<file path="src/rtl/pzcorebus_pkg.sv">
// pzcorebus_pkg: command and response encodings shared by pzcorebus endpoints.
//   pzcorebus_command_type  - request command codes driven on mcmd
//   pzcorebus_response_type - response codes returned on sresp
package pzcorebus_pkg;

   typedef enum logic [3:0] {
      PZCOREBUS_NULL_COMMAND       = 4'b0000,
      PZCOREBUS_MESSAGE            = 4'b0001,
      PZCOREBUS_READ               = 4'b0010,
      PZCOREBUS_WRITE              = 4'b0011,
      PZCOREBUS_MESSAGE_NON_POSTED = 4'b0101,
      PZCOREBUS_WRITE_NON_POSTED   = 4'b0111,
      PZCOREBUS_ATOMIC             = 4'b1011,
      PZCOREBUS_ATOMIC_NON_POSTED  = 4'b1111
   } pzcorebus_command_type;

   typedef enum logic [1:0] {
      PZCOREBUS_NULL_RESPONSE      = 2'b00,
      PZCOREBUS_RESPONSE           = 2'b01,
      PZCOREBUS_RESPONSE_WITH_DATA = 2'b11
   } pzcorebus_response_type;

endpackage

</file>
<file path="src/rtl/pzcorebus_simple_responder_if.sv">
// pzcorebus_simple_responder_if: memory-profile pzcorebus port bundle.
//   request channel  : mcmd_valid/scmd_accept, mcmd, mid, maddr, mlength
//   write-data       : mdata_valid/sdata_accept, mdata, mdata_byteen, mdata_last
//   response channel : sresp_valid/mresp_accept, sresp, sid, serror, sdata, sresp_last
//   modports: master (requester side), slave (responder side)
interface pzcorebus_simple_responder_if #(
   parameter int ID_WIDTH     = 8,
   parameter int ADDR_WIDTH   = 32,
   parameter int DATA_WIDTH   = 64,
   parameter int LENGTH_WIDTH = 4
);

   logic                                   mcmd_valid;
   logic                                   scmd_accept;
   pzcorebus_pkg::pzcorebus_command_type   mcmd;
   logic [ID_WIDTH-1:0]                    mid;
   logic [ADDR_WIDTH-1:0]                  maddr;
   logic [LENGTH_WIDTH-1:0]                mlength;
   logic                                   mdata_valid;
   logic                                   sdata_accept;
   logic [DATA_WIDTH-1:0]                  mdata;
   logic [DATA_WIDTH/8-1:0]                mdata_byteen;
   logic                                   mdata_last;
   logic                                   sresp_valid;
   logic                                   mresp_accept;
   pzcorebus_pkg::pzcorebus_response_type  sresp;
   logic [ID_WIDTH-1:0]                    sid;
   logic                                   serror;
   logic [DATA_WIDTH-1:0]                  sdata;
   logic                                   sresp_last;

   modport master (
      output mcmd_valid, mcmd, mid, maddr, mlength,
      output mdata_valid, mdata, mdata_byteen, mdata_last,
      output mresp_accept,
      input  scmd_accept, sdata_accept,
      input  sresp_valid, sresp, sid, serror, sdata, sresp_last
   );

   modport slave (
      input  mcmd_valid, mcmd, mid, maddr, mlength,
      input  mdata_valid, mdata, mdata_byteen, mdata_last,
      input  mresp_accept,
      output scmd_accept, sdata_accept,
      output sresp_valid, sresp, sid, serror, sdata, sresp_last
   );

endinterface

</file>
<file path="src/rtl/pzcorebus_simple_responder.sv">
// pzcorebus_simple_responder: slave endpoint for a memory-profile pzcorebus port.
// Accepts one command at a time, consumes write bursts (checking beat count
// against mlength), answers non-posted writes with a single RESPONSE and reads
// with (maddr + beat) replicated across the data word.
//   i_clk, i_rst_n  - clock, asynchronous active-low reset
//   bus             - pzcorebus slave modport (command, write data, response)
//   o_burst_error   - one-cycle pulse after a write burst whose length mismatched
module pzcorebus_simple_responder
   import pzcorebus_pkg::*;
#(
   parameter int ID_WIDTH       = 8,
   parameter int ADDR_WIDTH     = 32,
   parameter int DATA_WIDTH     = 64,
   parameter int LENGTH_WIDTH   = 4,
   parameter int RESPONSE_DELAY = 0
) (
   input  logic                         i_clk,
   input  logic                         i_rst_n,
   pzcorebus_simple_responder_if.slave  bus,
   output logic                         o_burst_error
);

   localparam int CW    = LENGTH_WIDTH + 1;
   localparam int WORDS = DATA_WIDTH / 32;

   typedef enum logic [1:0] {
      IDLE,
      WRITE_DATA,
      WAIT,
      RESPOND
   } state_t;

   state_t         state;
   logic           is_read;
   logic           non_posted;
   logic [31:0]    addr;
   logic [CW-1:0]  beats;
   logic [CW-1:0]  beat_count;
   logic           sticky_err;
   logic [7:0]     delay;

   logic [CW-1:0]  count_inc;
   logic           beat_err;
   logic [31:0]    next_word;
   logic           data_unused;

   assign bus.scmd_accept  = i_rst_n && (state == IDLE);
   assign bus.sdata_accept = i_rst_n && (state == WRITE_DATA);

   // write payload is intentionally discarded
   assign data_unused = ^{bus.mdata, bus.mdata_byteen};

   assign count_inc = beat_count + CW'(1);
   assign next_word = addr + 32'(count_inc);

   always_comb begin
      beat_err = bus.mdata_last ? (count_inc != beats) : (count_inc == beats);
   end

   always_ff @(posedge i_clk or negedge i_rst_n) begin
      if (!i_rst_n) begin
         state           <= IDLE;
         is_read         <= 1'b0;
         non_posted      <= 1'b0;
         addr            <= '0;
         beats           <= '0;
         beat_count      <= '0;
         sticky_err      <= 1'b0;
         delay           <= '0;
         bus.sresp_valid <= 1'b0;
         bus.sresp       <= PZCOREBUS_NULL_RESPONSE;
         bus.sid         <= '0;
         bus.serror      <= 1'b0;
         bus.sdata       <= '0;
         bus.sresp_last  <= 1'b0;
         o_burst_error   <= 1'b0;
      end else begin
         o_burst_error <= 1'b0;
         case (state)
            IDLE: begin
               if (bus.mcmd_valid) begin
                  bus.sid    <= bus.mid;
                  addr       <= 32'(bus.maddr);
                  // mlength==0 encodes 2**LENGTH_WIDTH beats via the extra MSB
                  beats      <= {bus.mlength == '0, bus.mlength};
                  beat_count <= '0;
                  sticky_err <= 1'b0;
                  delay      <= 8'(RESPONSE_DELAY);
                  case (bus.mcmd)
                     PZCOREBUS_READ: begin
                        is_read <= 1'b1;
                        state   <= WAIT;
                     end
                     PZCOREBUS_WRITE: begin
                        is_read    <= 1'b0;
                        non_posted <= 1'b0;
                        state      <= WRITE_DATA;
                     end
                     PZCOREBUS_WRITE_NON_POSTED: begin
                        is_read    <= 1'b0;
                        non_posted <= 1'b1;
                        state      <= WRITE_DATA;
                     end
                     default: ; // unsupported commands are accepted and dropped
                  endcase
               end
            end
            WRITE_DATA: begin
               if (bus.mdata_valid) begin
                  if (beat_count != beats) begin
                     beat_count <= count_inc;
                  end
                  sticky_err <= sticky_err | beat_err;
                  if (bus.mdata_last) begin
                     o_burst_error <= sticky_err | beat_err;
                     if (non_posted) begin
                        delay <= 8'(RESPONSE_DELAY);
                        state <= WAIT;
                     end else begin
                        state <= IDLE;
                     end
                  end
               end
            end
            WAIT: begin
               if (delay == '0) begin
                  state           <= RESPOND;
                  bus.sresp_valid <= 1'b1;
                  if (is_read) begin
                     bus.sresp      <= PZCOREBUS_RESPONSE_WITH_DATA;
                     bus.serror     <= 1'b0;
                     bus.sdata      <= {WORDS{addr}};
                     bus.sresp_last <= (beats == CW'(1));
                     beat_count     <= '0;
                  end else begin
                     bus.sresp      <= PZCOREBUS_RESPONSE;
                     bus.serror     <= sticky_err;
                     bus.sdata      <= '0;
                     bus.sresp_last <= 1'b1;
                  end
               end else begin
                  delay <= delay - 8'd1;
               end
            end
            RESPOND: begin
               if (bus.mresp_accept) begin
                  if (bus.sresp_last) begin
                     state           <= IDLE;
                     bus.sresp_valid <= 1'b0;
                     bus.sresp_last  <= 1'b0;
                  end else begin
                     beat_count     <= count_inc;
                     bus.sdata      <= {WORDS{next_word}};
                     bus.sresp_last <= ((count_inc + CW'(1)) == beats);
                  end
               end
            end
            default: state <= IDLE;
         endcase
      end
   end

endmodule
</file>
<file path="src/flat_wrapper.sv">
// flat-port wrapper written by rule: the top's interface ports become plain ports
module pzcorebus_simple_responder_flat import pzcorebus_pkg::*;
#(
   parameter int ID_WIDTH       = 8,
   parameter int ADDR_WIDTH     = 32,
   parameter int DATA_WIDTH     = 64,
   parameter int LENGTH_WIDTH   = 4,
   parameter int RESPONSE_DELAY = 0
)
  (i_clk, i_rst_n, o_burst_error, bus_mcmd_valid, bus_mcmd, bus_mid, bus_maddr, bus_mlength, bus_mdata_valid, bus_mdata, bus_mdata_byteen, bus_mdata_last, bus_mresp_accept, bus_scmd_accept, bus_sdata_accept, bus_sresp_valid, bus_sresp, bus_sid, bus_serror, bus_sdata, bus_sresp_last);
  pzcorebus_simple_responder_if #(.ID_WIDTH(ID_WIDTH), .ADDR_WIDTH(ADDR_WIDTH), .DATA_WIDTH(DATA_WIDTH), .LENGTH_WIDTH(LENGTH_WIDTH)) bus_i ();
  input  logic i_clk;
  input  logic i_rst_n;
  output logic o_burst_error;
  input wire logic [$bits(bus_i.mcmd_valid)-1:0] bus_mcmd_valid;
  input wire logic [$bits(bus_i.mcmd)-1:0] bus_mcmd;
  input wire logic [$bits(bus_i.mid)-1:0] bus_mid;
  input wire logic [$bits(bus_i.maddr)-1:0] bus_maddr;
  input wire logic [$bits(bus_i.mlength)-1:0] bus_mlength;
  input wire logic [$bits(bus_i.mdata_valid)-1:0] bus_mdata_valid;
  input wire logic [$bits(bus_i.mdata)-1:0] bus_mdata;
  input wire logic [$bits(bus_i.mdata_byteen)-1:0] bus_mdata_byteen;
  input wire logic [$bits(bus_i.mdata_last)-1:0] bus_mdata_last;
  input wire logic [$bits(bus_i.mresp_accept)-1:0] bus_mresp_accept;
  output wire logic [$bits(bus_i.scmd_accept)-1:0] bus_scmd_accept;
  output wire logic [$bits(bus_i.sdata_accept)-1:0] bus_sdata_accept;
  output wire logic [$bits(bus_i.sresp_valid)-1:0] bus_sresp_valid;
  output wire logic [$bits(bus_i.sresp)-1:0] bus_sresp;
  output wire logic [$bits(bus_i.sid)-1:0] bus_sid;
  output wire logic [$bits(bus_i.serror)-1:0] bus_serror;
  output wire logic [$bits(bus_i.sdata)-1:0] bus_sdata;
  output wire logic [$bits(bus_i.sresp_last)-1:0] bus_sresp_last;
  assign bus_i.mcmd_valid = bus_mcmd_valid;
  assign bus_i.mcmd = bus_mcmd;
  assign bus_i.mid = bus_mid;
  assign bus_i.maddr = bus_maddr;
  assign bus_i.mlength = bus_mlength;
  assign bus_i.mdata_valid = bus_mdata_valid;
  assign bus_i.mdata = bus_mdata;
  assign bus_i.mdata_byteen = bus_mdata_byteen;
  assign bus_i.mdata_last = bus_mdata_last;
  assign bus_i.mresp_accept = bus_mresp_accept;
  assign bus_scmd_accept = bus_i.scmd_accept;
  assign bus_sdata_accept = bus_i.sdata_accept;
  assign bus_sresp_valid = bus_i.sresp_valid;
  assign bus_sresp = bus_i.sresp;
  assign bus_sid = bus_i.sid;
  assign bus_serror = bus_i.serror;
  assign bus_sdata = bus_i.sdata;
  assign bus_sresp_last = bus_i.sresp_last;
  pzcorebus_simple_responder #(.ID_WIDTH(ID_WIDTH), .ADDR_WIDTH(ADDR_WIDTH), .DATA_WIDTH(DATA_WIDTH), .LENGTH_WIDTH(LENGTH_WIDTH), .RESPONSE_DELAY(RESPONSE_DELAY)) u_core (.i_clk(i_clk), .i_rst_n(i_rst_n), .bus(bus_i), .o_burst_error(o_burst_error));
endmodule
</file>
<file path="config.mk">
export PLATFORM = sky130hd
export DESIGN_NAME = pzcorebus_simple_responder_flat
export DESIGN_NICKNAME = d
export VERILOG_FILES = /design/src/rtl/pzcorebus_pkg.sv /design/src/rtl/pzcorebus_simple_responder_if.sv /design/src/rtl/pzcorebus_simple_responder.sv /design/src/flat_wrapper.sv
export SDC_FILE = /design/constraint.sdc
export NUM_CORES = 1
export LEC_CHECK = 0
export ABC_CLOCK_PERIOD_IN_PS = 2700
export CORE_MARGIN = 5
export CORE_UTILIZATION = 41
export DETAILED_ROUTE_END_ITERATION = 6
export MAX_ROUTING_LAYER = met4
export PLACE_DENSITY = 0.75
export SKIP_CTS_REPAIR_TIMING = 1
export SYNTH_ARGS = -nofsm -noshare
export SYNTH_HDL_FRONTEND = slang
export SYNTH_SLANG_ARGS = --single-unit
</file>
<file path="constraint.sdc">
create_clock -name i_clk -period 2.7 [get_ports i_clk]
set_input_delay 0.405 -clock i_clk [delete_from_list [all_inputs] [get_ports i_clk]]
set_output_delay 0.405 -clock i_clk [all_outputs]
set_load 0.01 [all_outputs]
</file>
Word level (Yosys, flattened, before mapping) --
Cells that the tools add are included. W data, S select, Z words.
Word-level totals: output and inout bits 80, word-level logic and storage cells 113, input port bits 126, register bits after elaboration 133
Cells by class: mux-type cells 48, equality and inequality tests 23, reduce and logical (&&, ||, !) cells 22, $add $sub $neg 4, bitwise logic cells 1
Operator list (number):
- $mux W64 | 4
- $pmux W64 S2 | 1
- $mux W8 | 5
- $mux W5 | 7
- $add A32 B5 Y32 | 1
- $pmux W8 S3 | 1
- $pmux W5 S4 | 1
- $mux W2 | 8
- $mux W1 | 14
- $ne A2 B2 Y1 const B | 7
- $reduce_and A7 Y1 | 2
- $reduce_and A3 Y1 | 4
- $add A5 B1 Y5 const B | 2
- $eq A5 B5 Y1 | 2
- $ne A5 B5 Y1 | 2
- $pmux W1 S2 | 5
- $eq A4 B2 Y1 const B | 2
- $logic_not A8 Y1 | 1
- $ne A2 B1 Y1 const B | 4
- $pmux W2 S4 | 1
- $reduce_and A4 Y1 | 2
- $reduce_bool A2 Y1 | 4
- $sub A8 B1 Y8 const B | 1
- $reduce_and A6 Y1 | 1
- 13 further kinds | 16

Longest topological paths before layout --
Gate-level depths: netlist (run 1).
depth after elaboration 7, mapped depth 11, depth with buffers taken out 9

Worst setup path before layout (run 1) --
No wires, ideal clock.
kind register to register, from register u_core.beat_count[0], to register u_core.bus.sdata[50], setup time 77 ps, clock period less this slack 2879 ps, buffers on the path 2, path slack -179 ps, cell stages (with the launch flop) 12, arrival 2802 ps, cell sequence dfrtp_1 clkbuf_1 inv_1 ha_1 inv_1 fa_1 a211oi_1 o21bai_1 nand3_1 clkbuf_1 mux2_2 a21oi_1
Between the ends: word-level cells in the longest chain between the ends 5
RTL lines:
- start, declared | line pzcorebus_simple_responder.sv:38 | logic [CW-1:0] beat_count;
- start signal, assigned | line pzcorebus_simple_responder.sv:111 | beat_count <= count_inc;
- start signal, assigned | line pzcorebus_simple_responder.sv:152 | beat_count <= count_inc;
- $add A5 B1 Y5 | line pzcorebus_simple_responder.sv:53 | assign count_inc = beat_count + CW'(1);
- $add A32 B5 Y32 | line pzcorebus_simple_responder.sv:54 | assign next_word = addr + 32'(count_inc);
- $mux W64 | line pzcorebus_simple_responder.sv:147 | if (bus.sresp_last) begin
- $mux W64 | line pzcorebus_simple_responder.sv:146 | if (bus.mresp_accept) begin
- $pmux W64 S2 | line pzcorebus_simple_responder.sv:79 | case (state)
- end signal, assigned | line pzcorebus_simple_responder.sv:132 | bus.sdata <= {WORDS{addr}};
- end signal, assigned | line pzcorebus_simple_responder.sv:153 | bus.sdata <= {WORDS{next_word}};
- end, declared | line pzcorebus_simple_responder_if.sv:45 | output sresp_valid, sresp, sid, serror, sdata, sresp_last
Every way passes these cells. The select of a mux whose other input is x is not followed. A chain may end at the register's enable or synchronous reset.

Worst setup path after layout (run 1) --
from register u_core.beat_count[0], to register u_core.bus.sdata[57]
Same word-level chain as after synthesis.

==> impl_metrics.ini, run 1 <==
[outcome]
run_status = finished, final reports clean

[cts]
tritoncts_num_sinks = 101
tritoncts = yes
worst_setup_hold_path_clk_slew_ns = 0.06
ctsRootBufferMaster = sky130_fd_sc_hd__clkbuf_16
cts.htree.levels = 3
clockBufferDepth = 2
clkLatencyLatePin_ns = 0.35
num_cts_buffers = 9

[die]
pin_count = 206
placement_rows = 42
floorplan.die.height_um = 127
floorplan.initialDensity = 0.419
chipWidth_um = 127
fp.dieArea_mm2 = 0.0160
core-area_mm2 = 0.0133

[global_routing]
grt_first_pass_wirelength_um = 23500
globalRoute.totalOverflow = 0
grt_pass1_vias = 4711
grt.total_usage = 0.184
grt_max_degree = 60
antenna_found_initial = 0

[layout]
layout.cell_area.non_filler_mm2 = 0.00740
drive_above_1_share = 0.176
synthToLayoutAreaGrowth_pct = 32.9
most_frequent_standard_cell_in_the_layout_excluding_fill_and_tap_cells = sky130_fd_sc_hd__clkdlybuf4s50_1
final-instance-count-excl-fill = 854
num-nets-final = 809
leading_cell_types_in_the_layout_fill_and_taps_excluded = sky130_fd_sc_hd__clkdlybuf4s50_1 (132), sky130_fd_sc_hd__dfrtp_1 (101), sky130_fd_sc_hd__mux2_2 (48)
final_util = 0.556
insertedDiodeCount = 0

[yosys]
syn-cell-area_mm2 = 0.00557
synth_fp_nets = 686
yosysUniqueCellTypes = 61
synthesis.instances = 550
synth.avg_cell_area_um2 = 10.1
synth_warnings = 0
ys_seq_elements = 101
synth-edff-count = 0
synth_flop_cell = sky130_fd_sc_hd__dfrtp_1
async_reset_ff_frac = 1.00
sequential_area_share_after_synthesis = 0.454

[worst_setup_path]
critPathCapture = u_core.bus.sdata[57]
worstReg2RegStart = u_core.beat_count[0]
worstRegToRegCells = 10
crit-reg2reg-capture = u_core.bus.sdata[57]
timing.reg2reg.setup_slack_ns = 0.13
crit_arrival_ns = 2.84
timing.setup.critical_path_class = reg -> reg
critical_path.endpoint_type = register
cp.required_ns = 2.97
setup.worst_path.start = u_core.beat_count[0]
crit_fanout = 7
cp-start-kind = register

[timing]
finalMaxSlewViolations = 0
final.setup.tns_ns = 0
hold_viol_final = 0
timing.final.crit_period_ns = 2.57
worst_pin_slew_ns = 0.765
worst_slew_margin_rel = 0.490
worst_clock_skew_on_the_final_layout_ns = 0.00893
setup_viol = 0
tcrit_tclk_final = 0.951
final_critical_path_setup_slack_ns = 0.132
max_clock_freq_mhz = 389
hold_ws_ns = 0.224

[power]
total_leakage_power_nw = 2.99
fin_total_pwr_mw = 8.46
intPower_mw = 5.23
cellPowerDensity_mw_per_mm2 = 1140
p_comb_frac = 0.498
power_switching_share = 0.382
max-vdd-ir-drop_v = 0.000477
sequential_cell_fraction_of_total_power = 0.360
power_frac_clock = 0.143
power.net_switching_mw = 3.23

[placed_design]
placed_cells = 834
pre_cts_ws_ns = -0.0303
gpl.final_weighted_congestion = 0.860
detailed_place_hpwl_um = 10800
port_buffers = 133
detailed_place.area_mm2 = 0.00704

[routing]
initialDrtViolationCount = 324
drt_pass1_iterations = 5
route.detailed.drc = 0
drt.antenna.violating_nets = 0
wl_per_cell_um = 16.7
routed_via_density = 5.44
wl_um = 14300
route.vias.total = 4642

[run]
max_cap_viol_count = 0

[min_path]
worst_hold_path_type = in -> async
## cell usage after synthesis (all sizes together), types with 5 or more instances
cell type	instances	share of area
clkbuf	14	0.0094
a31oi	15	0.017
nor3	6	0.0054
xnor2	16	0.025
or3	6	0.0067
or4	6	0.0081
buf	43	0.052
and2	8	0.0090
ha	9	0.020
nand2b	9	0.010
nand3b	5	0.0067
o211ai	16	0.022
xor2	10	0.016
a21oi	16	0.014
nor2	41	0.028
o21ai	23	0.021
mux2	48	0.097
and3	7	0.0079
nand2	43	0.029
inv	11	0.0074
dfrtp	101	0.45
nand4	11	0.012
nand3	27	0.025
## state kept, by name, summed over array words and instances, names as in the netlist, 2 cells and up
name               cells
u_core.delay           8
u_core.bus.sid         8
u_core.beats           5
u_core.bus.sresp       2
u_core.beat_count      5
u_core.bus.sdata      32
u_core.state           2
u_core.addr           32
## worst min path at each step
stage / startpoint / endpoint / slack (ns) / depth (start not counted)
2_1_floorplan: i_rst_n / u_core.addr[0] / 0.11 / 0
3_3_place_gp: u_core.bus.sresp[0] / u_core.bus.sresp[0] / 0.45 / 1
3_5_place_dp: u_core.bus.sresp[0] / u_core.bus.sresp[0] / 0.45 / 1
4_1_cts: i_rst_n / u_core.bus.sid[2] / 0.26 / 2
5_1_grt: i_rst_n / u_core.bus.sid[2] / 0.29 / 2
6_report: i_rst_n / u_core.bus.sid[2] / 0.22 / 2
## cell type report
| cell class | instances | area [µm²] |
|---|---|---|
| clock inverters | 3 | 21.3 |
| repair buffers | 169 | 1610 |
| fillers | 1167 | 5900 |
| inverters | 11 | 41.3 |
| well taps | 176 | 220 |
| clock buffers | 13 | 250 |
| flip-flops and latches | 101 | 2530 |
| multi-input cells | 381 | 2720 |
## per-layer routing
| layer | vias to the layer above | track usage | wire, µm |
|---|---|---|---|
| li1 | 2204 | - | - |
| met4 | 0 | 0.0555 | 227 |
| met2 | 181 | 0.297 | 6980 |
| met3 | 27 | 0.0404 | 907 |
| met1 | 2230 | 0.233 | 6180 |
| met5 | - | - | 0 |
## kinds of logic after synthesis
kind of cell / after synthesis / share of synthesized area
XOR/XNOR: 28 / 0.0490
flip-flops: 101 / 0.454
multiplexers: 48 / 0.0971
AND/OR/NAND/NOR: 187 / 0.174
AO/OA/AOI/OAI: 108 / 0.132
buffers and inverters: 68 / 0.0692
adder cells (fa/ha/maj): 10 / 0.0238
## power groups by stage
stage	logic, mW	clock network (mW)	registers, mW
5_1_grt	4.59	1.31	3.17
2_1_floorplan	2.55	0	2.94
4_1_cts	4.20	1.25	3.03
3_5_place_dp	4.19	0	3.05
3_3_place_gp	4.08	0	3.00
6_report	4.21	1.21	3.04
## worst max-delay path, cell delays in order (launching register included)
cell,delay (ns)
sky130_fd_sc_hd__dfrtp_1,0.42
sky130_fd_sc_hd__buf_4,0.18
sky130_fd_sc_hd__nand3_2,0.11
sky130_fd_sc_hd__xnor2_2,0.29
sky130_fd_sc_hd__ha_4,0.27
sky130_fd_sc_hd__a21o_1,0.19
sky130_fd_sc_hd__a21o_1,0.21
sky130_fd_sc_hd__o211ai_1,0.29
sky130_fd_sc_hd__buf_4,0.22
sky130_fd_sc_hd__o211ai_1,0.10
sky130_fd_sc_hd__a31oi_1,0.20
No activity file was read; power rests on OpenSTA's default activity.
==> inputs of run 2 (changes only) <==
- CTS_BUF_LIST: unset -> sky130_fd_sc_hd__clkbuf_8 sky130_fd_sc_hd__clkbuf_16
==> run 2 against run 1 <==
  * Flip-flop and latch count stayed put
  * Largest cell class unchanged
  * Final area did not move
  * Critical endpoint unchanged
  * Sequential share of layout area did not move
  * Final cell count stayed put
  * Combinational power hardly changed
  * Largest power group unchanged
  * Sequential power about the same
  * Clock skew fell by 0.00075 ns
  * Worst hold slack worse by 0.00074 ns
==> impl_metrics.ini, run 2 (synthesis results as in run 1) <==
[power]
p_comb_frac = 0.498
max-vdd-ir-drop_v = 0.000477
power.net_switching_mw = 3.24
intPower_mw = 5.22
cellPowerDensity_mw_per_mm2 = 1140
power_frac_clock = 0.142
sequential_cell_fraction_of_total_power = 0.360
total_leakage_power_nw = 3.01
power_switching_share = 0.383

[cts]
tritoncts = yes
tritoncts_num_sinks = 101
worst_setup_hold_path_clk_slew_ns = 0.06
clkLatencyLatePin_ns = 0.35
ctsRootBufferMaster = sky130_fd_sc_hd__clkbuf_16
clockBufferDepth = 2
cts.htree.levels = 3
num_cts_buffers = 9

[timing]
timing.final.crit_period_ns = 2.57
worst_clock_skew_on_the_final_layout_ns = 0.00818
hold_ws_ns = 0.223
worst_slew_margin_rel = 0.491
finalMaxSlewViolations = 0
worst_pin_slew_ns = 0.764
max_clock_freq_mhz = 389
tcrit_tclk_final = 0.953
setup_viol = 0
hold_viol_final = 0

[worst_setup_path]
slowest_delay_ns = 0.43
critical_path.endpoint_type = register
cp.required_ns = 2.97
cp-start-kind = register
worstRegToRegCells = 10
path_cells = buf_4, nand3_2, xnor2_2, ha_4, a21o_1, a21o_1, o211ai_1, buf_4, o211ai_1, a31oi_1
cell_with_the_largest_stage_delay_on_the_worst_path = sky130_fd_sc_hd__dfrtp_1
timing.reg2reg.setup_slack_ns = 0.13
timing.setup.critical_path_class = reg -> reg
crit_fanout = 7
crit_arrival_ns = 2.84

[layout]
insertedDiodeCount = 0
drive_above_1_share = 0.176
final-instance-count-excl-fill = 854
final_util = 0.556
leading_cell_types_in_the_layout_fill_and_taps_excluded = sky130_fd_sc_hd__clkdlybuf4s50_1 (132), sky130_fd_sc_hd__dfrtp_1 (101), sky130_fd_sc_hd__mux2_2 (48)
fillCellCount = 1167
seq_area_mm2 = 0.00253
most_frequent_standard_cell_in_the_layout_excluding_fill_and_tap_cells = sky130_fd_sc_hd__clkdlybuf4s50_1
synthToLayoutAreaGrowth_pct = 32.9
num-nets-final = 809
multi_input_area_mm2 = 0.00272
largestRegisters = u_core.addr: 32 flops, u_core.bus.sdata: 32 flops

[run]
max_cap_viol_count = 0

[die]
chipWidth_um = 127
floorplan.initialDensity = 0.419
fp.dieArea_mm2 = 0.0160
core-area_mm2 = 0.0133
placement_rows = 42
pin_count = 206
floorplan.die.height_um = 127

[placed_design]
detailed_place_hpwl_um = 10800
port_buffers = 133
gpl.final_weighted_congestion = 0.860
placed_cells = 834

[routing]
wl_um = 14300
route.vias.total = 4647
routed_via_density = 5.44
drt_pass1_iterations = 5
initialDrtViolationCount = 324
route.detailed.drc = 0
drt.antenna.violating_nets = 0
wl_per_cell_um = 16.7

[global_routing]
antenna_found_initial = 0
grt.total_usage = 0.184
grt_pass1_vias = 4711
globalRoute.totalOverflow = 0
grt_first_pass_wirelength_um = 23500
grt_max_degree = 60

[outcome]
run_status = finished, final reports clean

[min_path]
worst_hold_path_type = in -> async
run 2: cell count changes in the layout (fill, tap and decap cells not counted):
cell and delta:
sky130_fd_sc_hd__clkbuf_1 -3, sky130_fd_sc_hd__inv_1 +3
run 2: routing by layer:
layer	wire length (µm)	part of all wire	global-route usage
met5	0	0	-
met4	230	0.016	0.0555
met3	857	0.060	0.0404
met2	6960	0.49	0.297
met1	6250	0.44	0.233
run 2: worst paths after layout:
kind / startpoint / end
max: u_core.beat_count[0] / u_core.bus.sdata[57]
min: i_rst_n / u_core.bus.sid[2]
max reg2reg: u_core.beat_count[0] / u_core.bus.sdata[57]
min reg2reg: u_core.bus.sresp[0] / u_core.bus.sresp[0]
max in group asynchronous: i_rst_n / u_core.bus.sdata[39]
min in group i_clk: u_core.bus.sresp[0] / u_core.bus.sresp[0]
run 2: layout make-up:
type                       count  area share
tap                          176      0.0298
multi-input combinational    381       0.368
clock buffer                  10      0.0323
timing repair buffer         169       0.218
sequential                   101       0.342
clock inverter                 6     0.00440
inverter                      11     0.00558
run 2: power by group through the flow:
stage	combinational, mW	sequential [mW]	clock, mW
floorplan	2.55	2.94	0
global placement	4.08	3.00	0
detailed placement	4.19	3.05	0
CTS	4.20	3.03	1.23
global route	4.59	3.17	1.30
finish	4.21	3.04	1.20
run 2: stage by stage:
step	TNS (ns)	area [µm²]	total power, mW	setup WS (ns)
2_1_floorplan	0	5570	5.49	0.00796
3_3_place_gp	0	7040	7.08	0.0122
3_5_place_dp	-0.0442	7040	7.24	-0.0303
4_1_cts	-0.143	7310	8.46	-0.0541
5_1_grt	-0.0231	7400	9.07	-0.0231
6_report	0	7400	8.45	0.128
run 2: critical path, delay by kind of cell (launching register included):
kind / cells / cell delay [ns]
buf+inv: 2 / 0.40
fa+ha+maj: 1 / 0.27
flops: 1 / 0.43
simple gates: 1 / 0.11
compound gates: 5 / 0.99
xor+xnor: 1 / 0.29
==> inputs of run 3 (changes only) <==
- ABC_AREA: unset -> 1
- CORE_UTILIZATION: 41 -> 42
- REMOVE_ABC_BUFFERS: unset -> 1
==> run 3 against run 2 <==
  * Register-to-register slack gained 0.12 ns
  * Sequential share of layout area fell by 0.87 points
  * Combinational power rose by 3%
  * Critical path depth up 5
  * Clock skew increased by 0.0010 ns
  * Highest routed layer unchanged
  * Largest cell class unchanged
  * Fmax up 4.7%
  * Final cell count grew 31%
  * Non-clock buffer count is 16 lower
  * Flip-flop and latch count unchanged
  * Clock power increased by 4%
  * Critical endpoint is now u_core.bus.sdata[46]
==> impl_metrics.ini, run 3 <==
[yosys]
synth_top_family_by_area = simple AND/OR/NAND/NOR gates
synthesis.instances = 823
yosysTopAreaCellShare = 0.427
synth_compound_area_frac = 0.0751
ys_seq_elements = 101
netlist_top_cells_area = sky130_fd_sc_hd__dfrtp_1 (43%), sky130_fd_sc_hd__nand2_1 (20%), sky130_fd_sc_hd__nand3_1 (6.0%)
synth-edff-count = 0
syn-cell-area_mm2 = 0.00591
post_synth_most_frequent_cells = sky130_fd_sc_hd__nand2_1 (322), sky130_fd_sc_hd__dfrtp_1 (101), sky130_fd_sc_hd__nand3_1 (71), sky130_fd_sc_hd__nor2_1 (71), sky130_fd_sc_hd__inv_1 (60)
synth_mux_area_frac = 0
synth-simple-area-share = 0.362
async_reset_ff_frac = 1.00
adder_cell_area_share_of_the_yosys_netlist = 0.0224
synth_warnings = 0
most_instantiated_library_cell_after_synthesis = sky130_fd_sc_hd__nand2_1
synth_flop_cell = sky130_fd_sc_hd__dfrtp_1
synth.avg_cell_area_um2 = 7.18
yosysUniqueCellTypes = 41
post-synth-top-area-cell = sky130_fd_sc_hd__dfrtp_1
sequential_area_share_after_synthesis = 0.427
synth-xor-area-share = 0.0133

[die]
fp.dieArea_mm2 = 0.0166
floorplan.initialDensity = 0.428
floorplan.die.height_um = 129
chipWidth_um = 129
core-area_mm2 = 0.0138
pin_count = 206
placement_rows = 43

[power]
cellPowerDensity_mw_per_mm2 = 1120
total_leakage_power_nw = 3.64
fin_total_pwr_mw = 8.52
max-vdd-ir-drop_v = 0.000637

[worst_setup_path]
cp-start-kind = register
crit_fanout = 5
critical_path.endpoint_type = register
timing.setup.critical_path_class = reg -> reg
crit_arrival_ns = 2.69
cp.required_ns = 2.94

[routing]
wl_per_cell_um = 14.3
wl_um = 16000
initialDrtViolationCount = 511
drt.antenna.violating_nets = 0
routed_via_density = 5.09
route.detailed.drc = 0
route.vias.total = 5713
drt_pass1_iterations = 7

[layout]
most_frequent_standard_cell_in_the_layout_excluding_fill_and_tap_cells = sky130_fd_sc_hd__nand2_1
largestRegisters = u_core.addr: 32 flops, u_core.bus.sdata: 32 flops
final_util = 0.549
insertedDiodeCount = 0
leading_cell_types_in_the_layout_fill_and_taps_excluded = sky130_fd_sc_hd__nand2_1 (322), sky130_fd_sc_hd__clkdlybuf4s50_1 (132), sky130_fd_sc_hd__dfrtp_1 (101)
num-nets-final = 1073
synthToLayoutAreaGrowth_pct = 28.3
final-instance-count-excl-fill = 1122
drive_above_1_share = 0.0711

[cts]
ctsRootBufferMaster = sky130_fd_sc_hd__clkbuf_16
tritoncts = yes
num_cts_buffers = 9
cts.htree.levels = 3
clockBufferDepth = 2
worst_setup_hold_path_clk_slew_ns = 0.07
clkLatencyLatePin_ns = 0.35
tritoncts_num_sinks = 101

[placed_design]
gpl.final_weighted_congestion = 0.939
detailed_place_hpwl_um = 11900
port_buffers = 133
placed_cells = 1105

[timing]
timing.final.crit_period_ns = 2.46
final.setup.tns_ns = 0
hold_viol_final = 0
worst_clock_skew_on_the_final_layout_ns = 0.00923
hold_ws_ns = 0.245
finalMaxSlewViolations = 0
grt_setup_unrepaired = false
worst_pin_slew_ns = 0.719
worst_slew_margin_rel = 0.521
tcrit_tclk_final = 0.910
setup_viol = 0
max_clock_freq_mhz = 407

[global_routing]
grt_pass1_vias = 5357
grt_max_degree = 55
grt_first_pass_wirelength_um = 26400
grt.total_usage = 0.204
antenna_found_initial = 0
globalRoute.totalOverflow = 0

[run]
max_cap_viol_count = 0

[min_path]
worst_hold_path_type = in -> async

[outcome]
run_status = finished, final reports clean
==> run 3: changes by cell type in the layout (fill, tap and decap cells not counted), moves of 9 or more <==
cell                       delta
sky130_fd_sc_hd__o21ai_0     +13
sky130_fd_sc_hd__a31oi_1     -12
sky130_fd_sc_hd__o211ai_1    -13
sky130_fd_sc_hd__nand2_1    +279
sky130_fd_sc_hd__nor2_1      +27
sky130_fd_sc_hd__mux2_2      -48
sky130_fd_sc_hd__inv_1       +46
sky130_fd_sc_hd__nand2b_1     -9
sky130_fd_sc_hd__buf_4       -15
sky130_fd_sc_hd__nand3_1     +47
sky130_fd_sc_hd__xnor2_1     -10
==> run 3: final timing paths <==
path / startpoint / endpoint / slack, ns / cells past startpoint
max reg2reg: u_core.beat_count[0] / u_core.bus.sdata[46] / 0.24 / 15
min: i_rst_n / u_core.bus.sid[7] / 0.24 / 2
min reg2reg: u_core.bus.sid[7] / u_core.bus.sid[7] / 0.47 / 2
max: u_core.beat_count[0] / u_core.bus.sdata[46] / 0.24 / 15
max in group asynchronous: i_rst_n / u_core.addr[0] / 1.94 / 2
min in group i_clk: u_core.bus.sid[7] / u_core.bus.sid[7] / 0.47 / 2
==> run 3: layout make-up <==
| class | count | area, µm² |
|---|---|---|
| fill | 1312 | 6240 |
| multi-input combinational | 605 | 2820 |
| sequential | 101 | 2530 |
| timing repair buffer | 153 | 1480 |
| inverter | 67 | 254 |
| clock buffer | 11 | 253 |
| tap | 180 | 225 |
| clock inverter | 5 | 33.8 |
==> run 3: cell families after synthesis <==
group / Yosys count
DFF: 101
adders and majority gates: 10
buffers and inverters: 117
and+or+nand+nor: 507
AOI/OAI and AO/OA: 79
xor gates and xnor gates: 9
==> run 3: layer usage <==
metal | vias to the layer above | GRT usage | wire length, µm
li1 | 2826 | - | -
met1 | 2652 | 0.281 | 7330
met2 | 213 | 0.309 | 7240
met3 | 22 | 0.0378 | 1150
met4 | 0 | 0.0611 | 285
met5 | - | - | 0
==> run 3: power breakdown <==
part | internal (mW) | total [mW] | switching, mW
clock network | 0.675 | 1.25 | 0.573
logic | 1.96 | 4.35 | 2.39
registers | 2.21 | 2.92 | 0.718
total | 4.84 | 8.52 | 3.68
==> run 3: worst max-delay path, cell delays in order (launching register included) <==
cell	delay, ns
sky130_fd_sc_hd__dfrtp_1	0.35
sky130_fd_sc_hd__ha_1	0.16
sky130_fd_sc_hd__nand2_1	0.09
sky130_fd_sc_hd__nor2_2	0.15
sky130_fd_sc_hd__xor2_1	0.24
sky130_fd_sc_hd__inv_1	0.11
sky130_fd_sc_hd__ha_4	0.30
sky130_fd_sc_hd__nand2_1	0.08
sky130_fd_sc_hd__nor2_1	0.14
sky130_fd_sc_hd__nand2_1	0.07
sky130_fd_sc_hd__nand3_1	0.13
sky130_fd_sc_hd__nand3_1	0.15
sky130_fd_sc_hd__inv_1	0.14
sky130_fd_sc_hd__nand3_1	0.09
sky130_fd_sc_hd__nand3_1	0.10
sky130_fd_sc_hd__nand2_1	0.06
==> run 3: stage by stage <==
step / area, µm² / worst slack, ns
final: 7590 / 0.244
after global routing: 7590 / 0.0158
after CTS: 7560 / 0.140
after detailed placement: 7270 / 0.167
after global placement: 7270 / 0.178
after floorplan: 5580 / 0.289
